**src/rtl/rram_pkg.sv**
```systemverilog
// Shared opcodes, address field widths and FSM state encoding for the RRAM host sequencer.
package rram_pkg;

    localparam logic [3:0] OP_WRITE = 4'b0100;
    localparam logic [3:0] OP_WCONF = 4'b0010;
    localparam logic [3:0] OP_READ  = 4'b0001;
    localparam logic [3:0] OP_RCONF = 4'b0011;

    localparam int BLK_W  = 2;
    localparam int ROW_W  = 5;
    localparam int COL_W  = 5;
    localparam int ADDR_W = BLK_W + ROW_W + COL_W;
    localparam int DATA_W = 32;

    typedef enum logic [3:0] {
        S_IDLE,
        S_CE_SETUP,
        S_CMD,
        S_ADDR,
        S_WDATA,
        S_CONF,
        S_GUARD,
        S_WAIT_RB,
        S_RDATA,
        S_DONE
    } state_t;

endpackage

```
**src/rtl/rram_bit_shifter.sv**
```systemverilog
// 32-bit MSB-first shift register shared by serial write and serial read, with its bit counter.
module rram_bit_shifter
    import rram_pkg::*;
(
    input  logic              clk,
    input  logic              rst_n,
    input  logic              i_load,
    input  logic [DATA_W-1:0] i_data,
    input  logic              i_shift,
    input  logic              i_bit,
    output logic              o_msb,
    output logic              o_last,
    output logic [DATA_W-1:0] o_data_nxt
);

    localparam int BC_W = $clog2(DATA_W);

    logic [DATA_W-1:0] r_data;
    logic [BC_W-1:0]   r_bit_cnt;

    // The value after the pending shift, so the final read bit can be captured in the same edge.
    assign o_data_nxt = {r_data[DATA_W-2:0], i_bit};
    assign o_msb      = r_data[DATA_W-1];
    assign o_last     = (r_bit_cnt == '0);

    always_ff @(posedge clk or negedge rst_n) begin
        if (!rst_n) begin
            r_data    <= '0;
            r_bit_cnt <= '0;
        end else if (i_load) begin
            r_data    <= i_data;
            r_bit_cnt <= BC_W'(DATA_W - 1);
        end else if (i_shift) begin
            r_data    <= o_data_nxt;
            r_bit_cnt <= r_bit_cnt - BC_W'(1);
        end
    end

endmodule

```
**src/rtl/rram_host_seq.sv**
```systemverilog
// Host-side sequencer: turns one write/read request into the RRAM CE/CLE/ALE/WE/RE/IO/Dinout protocol.
//   state      | meaning
//   IDLE       | req_ready high, waiting for a request
//   CE_SETUP   | CE low, no strobes
//   CMD        | command nibble on IO, CLE high
//   ADDR       | three address nibbles, MSB nibble first, ALE high
//   WDATA      | 32 write bits on dinout_out, MSB first
//   CONF       | confirm command nibble, CLE high
//   GUARD      | two idle cycles so the device can pull RB low
//   WAIT_RB    | wait for RB high or busy timeout
//   RDATA      | 32 RE pulses, bits shifted in MSB first
//   DONE       | rsp_valid pulse, CE back high
module rram_host_seq
    import rram_pkg::*;
#(
    parameter logic [3:0] CMD_WRITE    = OP_WRITE,
    parameter logic [3:0] CMD_WCONF    = OP_WCONF,
    parameter logic [3:0] CMD_READ     = OP_READ,
    parameter logic [3:0] CMD_RCONF    = OP_RCONF,
    parameter int         BUSY_TIMEOUT = 64
) (
    input  logic              clk,
    input  logic              rst_n,
    input  logic              req_valid,
    output logic              req_ready,
    input  logic              req_op,
    input  logic [ADDR_W-1:0] req_addr,
    input  logic [DATA_W-1:0] req_wdata,
    output logic              rsp_valid,
    output logic [DATA_W-1:0] rsp_rdata,
    output logic              rsp_timeout,
    output logic              CE,
    output logic              CLE,
    output logic              ALE,
    output logic              WE,
    output logic              RE,
    output logic [3:0]        IO,
    output logic              io_oe,
    output logic              dinout_out,
    output logic              dinout_oe,
    input  logic              dinout_in,
    input  logic              RB
);

    localparam int CNT_W = $clog2(BUSY_TIMEOUT + 1);

    state_t            r_state, w_state_nxt;
    logic              r_ph, w_ph_nxt;
    logic [CNT_W-1:0]  r_cnt, w_cnt_nxt;
    logic              w_timeout_nxt;
    logic              r_op;
    logic [ADDR_W-1:0] r_addr;
    logic [3:0]        w_io_nxt;
    logic              w_accept, w_shift, w_last;
    logic [DATA_W-1:0] w_shift_data;

    assign w_accept = (r_state == S_IDLE) && req_valid && req_ready;
    assign w_shift  = r_ph && ((r_state == S_WDATA) || (r_state == S_RDATA));

    rram_bit_shifter u_shifter (
        .clk        (clk),
        .rst_n      (rst_n),
        .i_load     (w_accept),
        .i_data     (req_wdata),
        .i_shift    (w_shift),
        .i_bit      (dinout_in),
        .o_msb      (dinout_out),
        .o_last     (w_last),
        .o_data_nxt (w_shift_data)
    );

    // r_ph is the strobe phase of a two-cycle item: 0 = setup, 1 = WE/RE high.
    always_comb begin
        w_state_nxt   = r_state;
        w_ph_nxt      = 1'b0;
        w_cnt_nxt     = r_cnt;
        w_timeout_nxt = 1'b0;
        case (r_state)
            S_IDLE:     if (w_accept) w_state_nxt = S_CE_SETUP;
            S_CE_SETUP: w_state_nxt = S_CMD;
            S_CMD: begin
                if (!r_ph) w_ph_nxt = 1'b1;
                else begin
                    w_state_nxt = S_ADDR;
                    w_cnt_nxt   = CNT_W'(2);
                end
            end
            S_ADDR: begin
                if (!r_ph)               w_ph_nxt    = 1'b1;
                else if (r_cnt == '0)    w_state_nxt = r_op ? S_CONF : S_WDATA;
                else                     w_cnt_nxt   = r_cnt - CNT_W'(1);
            end
            S_WDATA: begin
                if (!r_ph)       w_ph_nxt    = 1'b1;
                else if (w_last) w_state_nxt = S_CONF;
            end
            S_CONF: begin
                if (!r_ph) w_ph_nxt = 1'b1;
                else begin
                    w_state_nxt = S_GUARD;
                    w_cnt_nxt   = CNT_W'(1);
                end
            end
            S_GUARD: begin
                if (r_cnt == '0) begin
                    w_state_nxt = S_WAIT_RB;
                    w_cnt_nxt   = CNT_W'(BUSY_TIMEOUT - 1);
                end else begin
                    w_cnt_nxt = r_cnt - CNT_W'(1);
                end
            end
            S_WAIT_RB: begin
                if (RB) w_state_nxt = r_op ? S_RDATA : S_DONE;
                else if (r_cnt == '0) begin
                    w_state_nxt   = S_DONE;
                    w_timeout_nxt = 1'b1;
                end else begin
                    w_cnt_nxt = r_cnt - CNT_W'(1);
                end
            end
            S_RDATA: begin
                if (!r_ph)       w_ph_nxt    = 1'b1;
                else if (w_last) w_state_nxt = S_DONE;
            end
            S_DONE:  w_state_nxt = S_IDLE;
            default: w_state_nxt = S_IDLE;
        endcase
    end

    always_comb begin
        w_io_nxt = 4'b0000;
        case (w_state_nxt)
            S_CMD:  w_io_nxt = r_op ? CMD_READ : CMD_WRITE;
            S_CONF: w_io_nxt = r_op ? CMD_RCONF : CMD_WCONF;
            S_ADDR: begin
                if (w_cnt_nxt == CNT_W'(2))      w_io_nxt = r_addr[11:8];
                else if (w_cnt_nxt == CNT_W'(1)) w_io_nxt = r_addr[7:4];
                else                             w_io_nxt = r_addr[3:0];
            end
            default: w_io_nxt = 4'b0000;
        endcase
    end

    // Outputs are decoded from the next state so every pin is a flop aligned with r_state.
    always_ff @(posedge clk or negedge rst_n) begin
        if (!rst_n) begin
            r_state     <= S_IDLE;
            r_ph        <= 1'b0;
            r_cnt       <= '0;
            r_op        <= 1'b0;
            r_addr      <= '0;
            req_ready   <= 1'b0;
            CE          <= 1'b1;
            CLE         <= 1'b0;
            ALE         <= 1'b0;
            WE          <= 1'b0;
            RE          <= 1'b0;
            IO          <= 4'b0000;
            io_oe       <= 1'b0;
            dinout_oe   <= 1'b0;
            rsp_valid   <= 1'b0;
            rsp_timeout <= 1'b0;
            rsp_rdata   <= '0;
        end else begin
            r_state <= w_state_nxt;
            r_ph    <= w_ph_nxt;
            r_cnt   <= w_cnt_nxt;
            if (w_accept) begin
                r_op   <= req_op;
                r_addr <= req_addr;
            end
            req_ready   <= (w_state_nxt == S_IDLE);
            CE          <= (w_state_nxt == S_IDLE) || (w_state_nxt == S_DONE);
            CLE         <= (w_state_nxt == S_CMD) || (w_state_nxt == S_CONF);
            ALE         <= (w_state_nxt == S_ADDR);
            WE          <= w_ph_nxt && ((w_state_nxt == S_CMD) || (w_state_nxt == S_ADDR) ||
                                        (w_state_nxt == S_WDATA) || (w_state_nxt == S_CONF));
            RE          <= w_ph_nxt && (w_state_nxt == S_RDATA);
            IO          <= w_io_nxt;
            io_oe       <= (w_state_nxt == S_CMD) || (w_state_nxt == S_ADDR) || (w_state_nxt == S_CONF);
            dinout_oe   <= (w_state_nxt == S_WDATA);
            rsp_valid   <= (w_state_nxt == S_DONE);
            rsp_timeout <= w_timeout_nxt;
            if (w_state_nxt == S_DONE)
                rsp_rdata <= (r_op && !w_timeout_nxt) ? w_shift_data : '0;
        end
    end

endmodule

```
**config.mk**
```make
export PLATFORM = sky130hd
export DESIGN_NAME = rram_host_seq
export DESIGN_NICKNAME = d
export VERILOG_FILES = /design/src/rtl/rram_pkg.sv /design/src/rtl/rram_bit_shifter.sv /design/src/rtl/rram_host_seq.sv
export SDC_FILE = /design/constraint.sdc
export NUM_CORES = 1
export LEC_CHECK = 0
export ABC_AREA = 1
export BUFFER_PORTS_ARGS = -buffer_cell sky130_fd_sc_hd__buf_2
export CORE_MARGIN = 4
export CORE_UTILIZATION = 56
export DETAILED_ROUTE_END_ITERATION = 12
export PLACE_DENSITY = 0.88
export SYNTH_ARGS = -nofsm -noshare
export SYNTH_HDL_FRONTEND = slang
export SYNTH_SLANG_ARGS = --single-unit
```
**constraint.sdc**
```tcl
create_clock -name clk -period 3.2 [get_ports clk]
set_input_delay 0 -clock clk [delete_from_list [all_inputs] [get_ports clk]]
set_output_delay 0 -clock clk [all_outputs]
set_load 0.1 [all_outputs]
```
==> reports/qor.csv, run 1 <==
stage,metric,value,unit
status,status,completed,
synthesis,synthesized area per cell,7.98,um^2
route,Total Wirelength,14100,um
die,die area,0.0112,mm^2
route,Pre-Repair DR Iteration Count,5,
synthesis,Synth area leaders,"dfrtp_1 (50%), nand2_1 (15%), nand3_1 (6.8%), o21ai_0 (4.1%), a31oi_1 (3.9%)",
cts,CTS tree,yes,
setup_path,CP endpoint kind,register,
cells_and_area,Layout Nets,857,
route,ANT nets after route,0,
route,vias per cell,5.50,
setup_path,critical path class,register to register,
place,Placer Congestion,0.985,
cts,clock buffer depth,2,
timing,setup TNS,0,ns
die,# rows,35,
die,Die Ht,106,um
cts,cts bufs inserted,9,
global_routing,largest net degree at the start of global routing,67,
cts,Clock transition at path regs,0.10,ns
timing,clk_skew,0.0186,ns
global_routing,vias in the first global route,4989,
die,Die X,106,um
cells_and_area,Area growth syn-to-layout,22.7,%
power_and_ir_drop,worst vdd ir,0.000595,V
setup_path,Startpoint Class,register,
global_routing,GRT Resource Usage Total,26.3,%
setup_path,WP data arrival,2.98,ns
die,Placeable Area,0.00928,mm^2
hold_path,worst hold path class,primary input to register,
synthesis,warnings from Yosys,0,
power_and_ir_drop,Power Dens Cells,1040,mW/mm^2
timing,Worst-Margin Slew,0.774,ns
route,Routed wire per std cell,15.1,um
setup_path,Worst Path Max Fanout,6,
timing,Max Freq,368,MHz
synthesis,Post-synth EDFFs,0,
synthesis,post-synth cell types,38,
route,DRC errors left,0,
timing,setup violators final,0,
synthesis,flop and latch count out of synthesis,108,
die,initial core utilization,57.7,%
synthesis,Mapped Area,0.00535,mm^2
synthesis,Post-Syn Instances,671,
cts,Root Buffer,clkbuf_8,
cells_and_area,share of cells above drive strength 1,19.6,%
global_routing,GRT overflow,0,
cells_and_area,Filler Cell Count,748,
cts,worst skew pair latency,0.37,ns
timing,post-route clock period utilization,84.9,%
place,Placed Area,0.00591,mm^2
synthesis,register area share after synthesis,50.5,%
timing,Final Hold Slack,0.161,ns
cts,clock sinks,108,
job,max_cap viols,0,
die,Top Ports,97,
timing,Pins Over Slew Limit,0,
timing,RSZ-0062 raised after global routing,false,
power_and_ir_drop,leakage power,3.57,nW
synthesis,largest area contributor in the netlist,dfrtp_1,
synthesis,"top cells by count, synth","nand2_1 (211), dfrtp_1 (107), nand3_1 (73)",
setup_path,"Req. time, crit path",3.46,ns
synthesis,Async SR Flop Fraction,100,%
synthesis,Synth Flop Type,dfrtp_1,
place,DP HPWL,9260,um
global_routing,initial antenna violation count,1,
synthesis,Synth Net Count,726,
timing,slew margin rel.,48.4,%
route,Starting DRT DRC Count,430,
cts,H-tree depth,3,
place,Port Buffers,96,
synthesis,top cell type's share of synthesized area,50.0,%
timing,final hold violations,0,
route,via count,5150,
timing,Period minus WS final,2.72,ns
synthesis,most frequent cell after synthesis,nand2_1,
cells_and_area,Final Cell Area,0.00657,mm^2
global_routing,first-pass GRT wire length,23900,um
[what timing repair did]
item,in CTS,in global routing
resized for setup,0,0
hold endpoints to repair,103,0
hold buffers,47,0
buffers inserted,0,0
[state kept, by name, indices dropped and copies added, names as in the netlist, 4 cells and up]
name                 count
r_addr                  12
u_shifter.r_data        32
u_shifter.r_bit_cnt      5
r_cnt                    7
r_state                  4
IO                       4
rsp_rdata               32
[cells by family after synthesis]
group	share of synthesized area, %
simple gates	31.3
flops	50.5
buf+inv	7.20
compound gates	9.63
fa+ha+maj	1.17
xor+xnor	0.164
[layout by cell type, fill, tap and decap left out, drive strengths merged, types with 4 or more instances in the layout]
| cell type | netlist | routed |
|---|---|---|
| a31oi | 33 | 33 |
| nor2 | 64 | 64 |
| nand3b | 4 | 4 |
| nand4 | 7 | 7 |
| dfrtp | 107 | 107 |
| nor3 | 4 | 4 |
| dlygate4sd3 | 0 | 47 |
| a21oi | 4 | 4 |
| nand3 | 77 | 77 |
| ha | 5 | 5 |
| buf | 12 | 104 |
| inv | 60 | 63 |
| clkbuf | 19 | 9 |
| o21ai | 47 | 47 |
| nand2 | 217 | 217 |
[final timing paths]
kind                                 from                    to  slack [ns]  depth (start not counted)
worst max-delay path             r_cnt[1]                 IO[0]        0.48                         18
worst min-delay path                   RB            r_state[0]        0.16                          3
worst max register to register   r_cnt[1]                 IO[0]        0.48                         18
worst min register to register  r_addr[0]             r_addr[0]        0.49                          2
max in group asynchronous           rst_n  u_shifter.r_data[30]        2.11                          3
min in group asynchronous           rst_n             r_addr[1]        0.25                          2
[power by group]
group | internal (mW) | switching [mW] | leakage (nW)
sequential | 1.88 | 0.377 | 1.39
clock | 0.297 | 0.493 | 0.0934
combinational | 0.951 | 2.85 | 2.09
total | 3.13 | 3.72 | 3.57
[final cells by class]
| class | instances | area [um^2] | share of cell area, % |
|---|---|---|---|
| Tap cell | 129 | 161 | 2.46 |
| Multi-Input combinational cell | 472 | 2280 | 34.7 |
| Clock inverter | 6 | 60.1 | 0.914 |
| Clock buffer | 9 | 124 | 1.89 |
| Timing Repair Buffer | 151 | 1010 | 15.4 |
| Inverter | 60 | 225 | 3.43 |
| Sequential cell | 108 | 2700 | 41.2 |
| Antenna cell | 1 | 2.50 | 0.0381 |
[worst max-delay path, cell delays in order (launching register included)]
cell and delay (ns):
dfrtp_1 0.39, inv_1 0.16, ha_1 0.23, inv_1 0.06, nor2_2 0.19, inv_1 0.07
nor3_1 0.18, inv_1 0.10, ha_1 0.28, nand2_1 0.06, nand3_1 0.06, a21oi_1 0.21
nand3_1 0.12, nor2_2 0.21, nand3b_1 0.12, nand2_1 0.07, inv_1 0.03, nand2_1 0.05
nand2_1 0.04
[stage by stage]
step / cells / utilization, % / worst slack, ns / power, mW
final: 936 / 70.8 / 0.483 / 6.85
after CTS: 935 / 70.7 / 0.483 / 6.83
after detailed placement: 873 / 63.7 / 0.498 / 5.99
after floorplan: 671 / - / 0.811 / 5.21
after global placement: 873 / 63.7 / 0.646 / 5.88
after global routing: 936 / 70.8 / 0.131 / 7.35
[layer usage]
metal	global-route usage, %	vias to the layer above	routed length (um)
met5	0	-	0
met4	12.2	0	597
met3	4.53	53	919
met2	42.8	239	6950
met1	34.4	2419	5680
li1	-	2439	-
Note: power is estimated with default switching activity, not from simulation.
==> inputs of run 2 (changes only) <==
--- a/config.mk
+++ b/config.mk
@@ -8,9 +8,9 @@
 export ABC_AREA = 1
 export BUFFER_PORTS_ARGS = -buffer_cell sky130_fd_sc_hd__buf_2
 export CORE_MARGIN = 4
-export CORE_UTILIZATION = 56
+export CORE_UTILIZATION = 51
 export DETAILED_ROUTE_END_ITERATION = 12
-export PLACE_DENSITY = 0.88
+export PLACE_DENSITY = 0.85
 export SYNTH_ARGS = -nofsm -noshare
 export SYNTH_HDL_FRONTEND = slang
 export SYNTH_SLANG_ARGS = --single-unit
==> constraint.sdc (replaced) <==
create_clock -name clk -period 2.3 [get_ports clk]
set_input_delay 0 -clock clk [delete_from_list [all_inputs] [get_ports clk]]
set_output_delay 0 -clock clk [all_outputs]
set_load 0.1 [all_outputs]
==> run 2 against run 1 <==
  * The flow now finishes with violations (setup timing)
  * Global-route usage is 1.8 points lower
  * Critical path depth is 1 higher
  * Setup slack worse by 0.51 ns
  * Register-to-register slack worse by 0.51 ns
  * Critical endpoint is now IO[2]
==> reports/qor.csv, run 2 (synthesis results as in run 1) <==
stage,metric,value,unit
timing,Max Freq,429,MHz
cts,worst skew pair latency,0.38,ns
status,failing checks,setup timing,
cells_and_area,Layout Nets,890,
hold_path,worst hold path class,primary input to asynchronous set/reset pin,
job,max_cap viols,0,
global_routing,GRT overflow,0,
setup_path,worst reg2reg path depth,19,
cells_and_area,Finished Layout Cells,975,
timing,clk_skew,0.0165,ns
timing,setup TNS,-0.0711,ns
die,Die Ht,110,um
place,Placed Cells,902,
timing,RSZ-0062 raised after global routing,true,
setup_path,CP endpoint kind,register,
die,die area,0.0122,mm^2
cells_and_area,ant diodes,0,
cts,clock buffer depth,2,
cells_and_area,share of cells above drive strength 1,26.3,%
status,status,"complete, but fails checks",
power_and_ir_drop,leakage power,3.78,nW
timing,final hold violations,0,
cells_and_area,Area growth syn-to-layout,31.3,%
die,initial core utilization,52.1,%
timing,Period minus WS final,2.33,ns
place,Placer Congestion,0.988,
route,Starting DRT DRC Count,360,
timing,post-route clock period utilization,101,%
die,Die X,110,um
global_routing,largest net degree at the start of global routing,53,
power_and_ir_drop,clock share of power,11.4,%
global_routing,initial antenna violation count,0,
place,"worst slack, placed",-0.102,ns
power_and_ir_drop,worst vdd ir,0.000737,V
timing,Worst-Margin Slew,0.512,ns
route,ANT nets after route,0,
power_and_ir_drop,net switching power,5.61,mW
route,vias per cell,5.49,
cells_and_area,"most common cell after layout, fill and taps aside",nand2_1,
route,Total Wirelength,15200,um
die,# rows,37,
route,Pre-Repair DR Iteration Count,5,
route,Routed wire per std cell,15.6,um
setup_path,Startpoint Class,register,
cells_and_area,Largest regs,"rsp_rdata x32, u_shifter.r_data x32, r_addr x12",
timing,PnR worst setup slack,-0.0295,ns
setup_path,worst setup path startpoint,r_cnt[1],
die,Placeable Area,0.0103,mm^2
power_and_ir_drop,combinational power share,58.9,%
timing,Pins Over Slew Limit,0,
global_routing,vias in the first global route,5043,
setup_path,R2R Setup Slk,-0.03,ns
timing,Final Hold Slack,0.0195,ns
timing,setup violators final,3,
global_routing,GRT Resource Usage Total,24.4,%
cts,cts bufs inserted,9,
setup_path,WP data arrival,2.60,ns
cts,H-tree depth,3,
setup_path,CP endpoint,IO[2],
setup_path,worst reg2reg startpoint,r_cnt[1],
global_routing,first-pass GRT wire length,24600,um
power_and_ir_drop,Power Dens Cells,1520,mW/mm^2
place,Port Buffers,96,
cells_and_area,most frequent cells in the layout,"nand2_1 (202), dfrtp_1 (103), buf_2 (95), nand3_1 (68), nor2_1 (48)",
cts,Root Buffer,clkbuf_8,
power_and_ir_drop,switching power share of the total,52.6,%
route,via count,5351,
power_and_ir_drop,Reg power frac,29.7,%
die,Top Ports,97,
setup_path,critical path class,register to register,
cts,CTS tree,yes,
timing,slew margin rel.,66.1,%
power_and_ir_drop,Int Power,5.05,mW
route,DRC errors left,0,
setup_path,"Req. time, crit path",2.57,ns
cts,clock sinks,108,
setup_path,Worst Path Max Fanout,4,
setup_path,R2R Path End,IO[2],
place,DP HPWL,9350,um
cts,Clock transition at path regs,0.11,ns
## run 2: changes by cell type in the layout (fill, tap and decap cells not counted), moves of 5 or more
| cell | previous run | this run |
|---|---|---|
| nand2_2 | 6 | 12 |
| nand3_1 | 73 | 68 |
| buf_6 | 0 | 7 |
| buf_4 | 9 | 32 |
| nand2_1 | 210 | 202 |
| nand3_2 | 3 | 8 |
| inv_1 | 52 | 46 |
## run 2: worst min-delay path by stage
| stage | start | endpoint | slack, ns | depth (start not counted) |
|---|---|---|---|---|
| finish | rst_n | rsp_rdata[9] | 0.02 | 2 |
| global route | rst_n | rsp_rdata[9] | 0.03 | 2 |
| CTS | rst_n | rsp_rdata[10] | 0.01 | 2 |
| detailed placement | rst_n | rsp_rdata[10] | -0.12 | 1 |
| global placement | rst_n | rsp_rdata[10] | -0.12 | 1 |
| floorplan | rst_n | ALE | -0.30 | 0 |
## run 2: layer usage
| metal | wire length [um] | track usage (%) |
|---|---|---|
| met4 | 655 | 11.4 |
| met3 | 977 | 4.71 |
| met5 | 0 | 0 |
| met1 | 6040 | 31.4 |
| met2 | 7520 | 39.9 |
## run 2: critical path, stage by stage, from the launching register on
cell and delay [ns]:
dfrtp_1 0.40, inv_2 0.09, ha_4 0.15, inv_4 0.04, nor2_4 0.10, inv_2 0.06, nor3_4 0.14, inv_2 0.06
ha_2 0.17, or2_0 0.23, nand3_2 0.09, a21oi_4 0.04, inv_2 0.08, nand2_2 0.06, nor2_4 0.15, nand2_4 0.08
nand2_1 0.09, nand3_1 0.07, nand2_1 0.07, nand2_1 0.05
## run 2: area by class of cell
cell class              count  area (um^2)
well taps                 136          170
inverters                  60          233
flip-flops and latches    108         2710
fillers                   787         3250
multi-input cells         473         2410
clock inverters             6         83.8
repair buffers            183         1310
clock buffers               9          124
## run 2: metrics by stage
stage / instance area [um^2] / total power [mW] / util (%)
3_3_place_gp: 6110 / 8.56 / 59.5
5_1_grt: 7030 / 11.3 / 68.4
2_1_floorplan: 5370 / 7.28 / -
3_5_place_dp: 6110 / 8.66 / 59.5
4_1_cts: 6850 / 10.1 / 66.6
6_report: 7030 / 10.7 / 68.4
## run 2: what timing repair did
item | in CTS | in global routing
gates cloned | 1 | 0
setup buffers | 3 | 7
pin swaps | 8 | 23
endpoints found under the hold margin | 154 | 0
gates resized for setup | 9 | 37
hold buffers | 47 | 0
endpoints found under the setup margin | 22 | 33
## run 2: power groups by stage
stage / sequential (mW) / combinational [mW] / clock [mW]
final: 3.17 / 6.28 / 1.22
after global routing: 3.24 / 6.74 / 1.31
after CTS: 3.11 / 5.74 / 1.23
after detailed placement: 3.15 / 5.52 / 0
after global placement: 3.14 / 5.43 / 0
after floorplan: 4.57 / 2.71 / 0
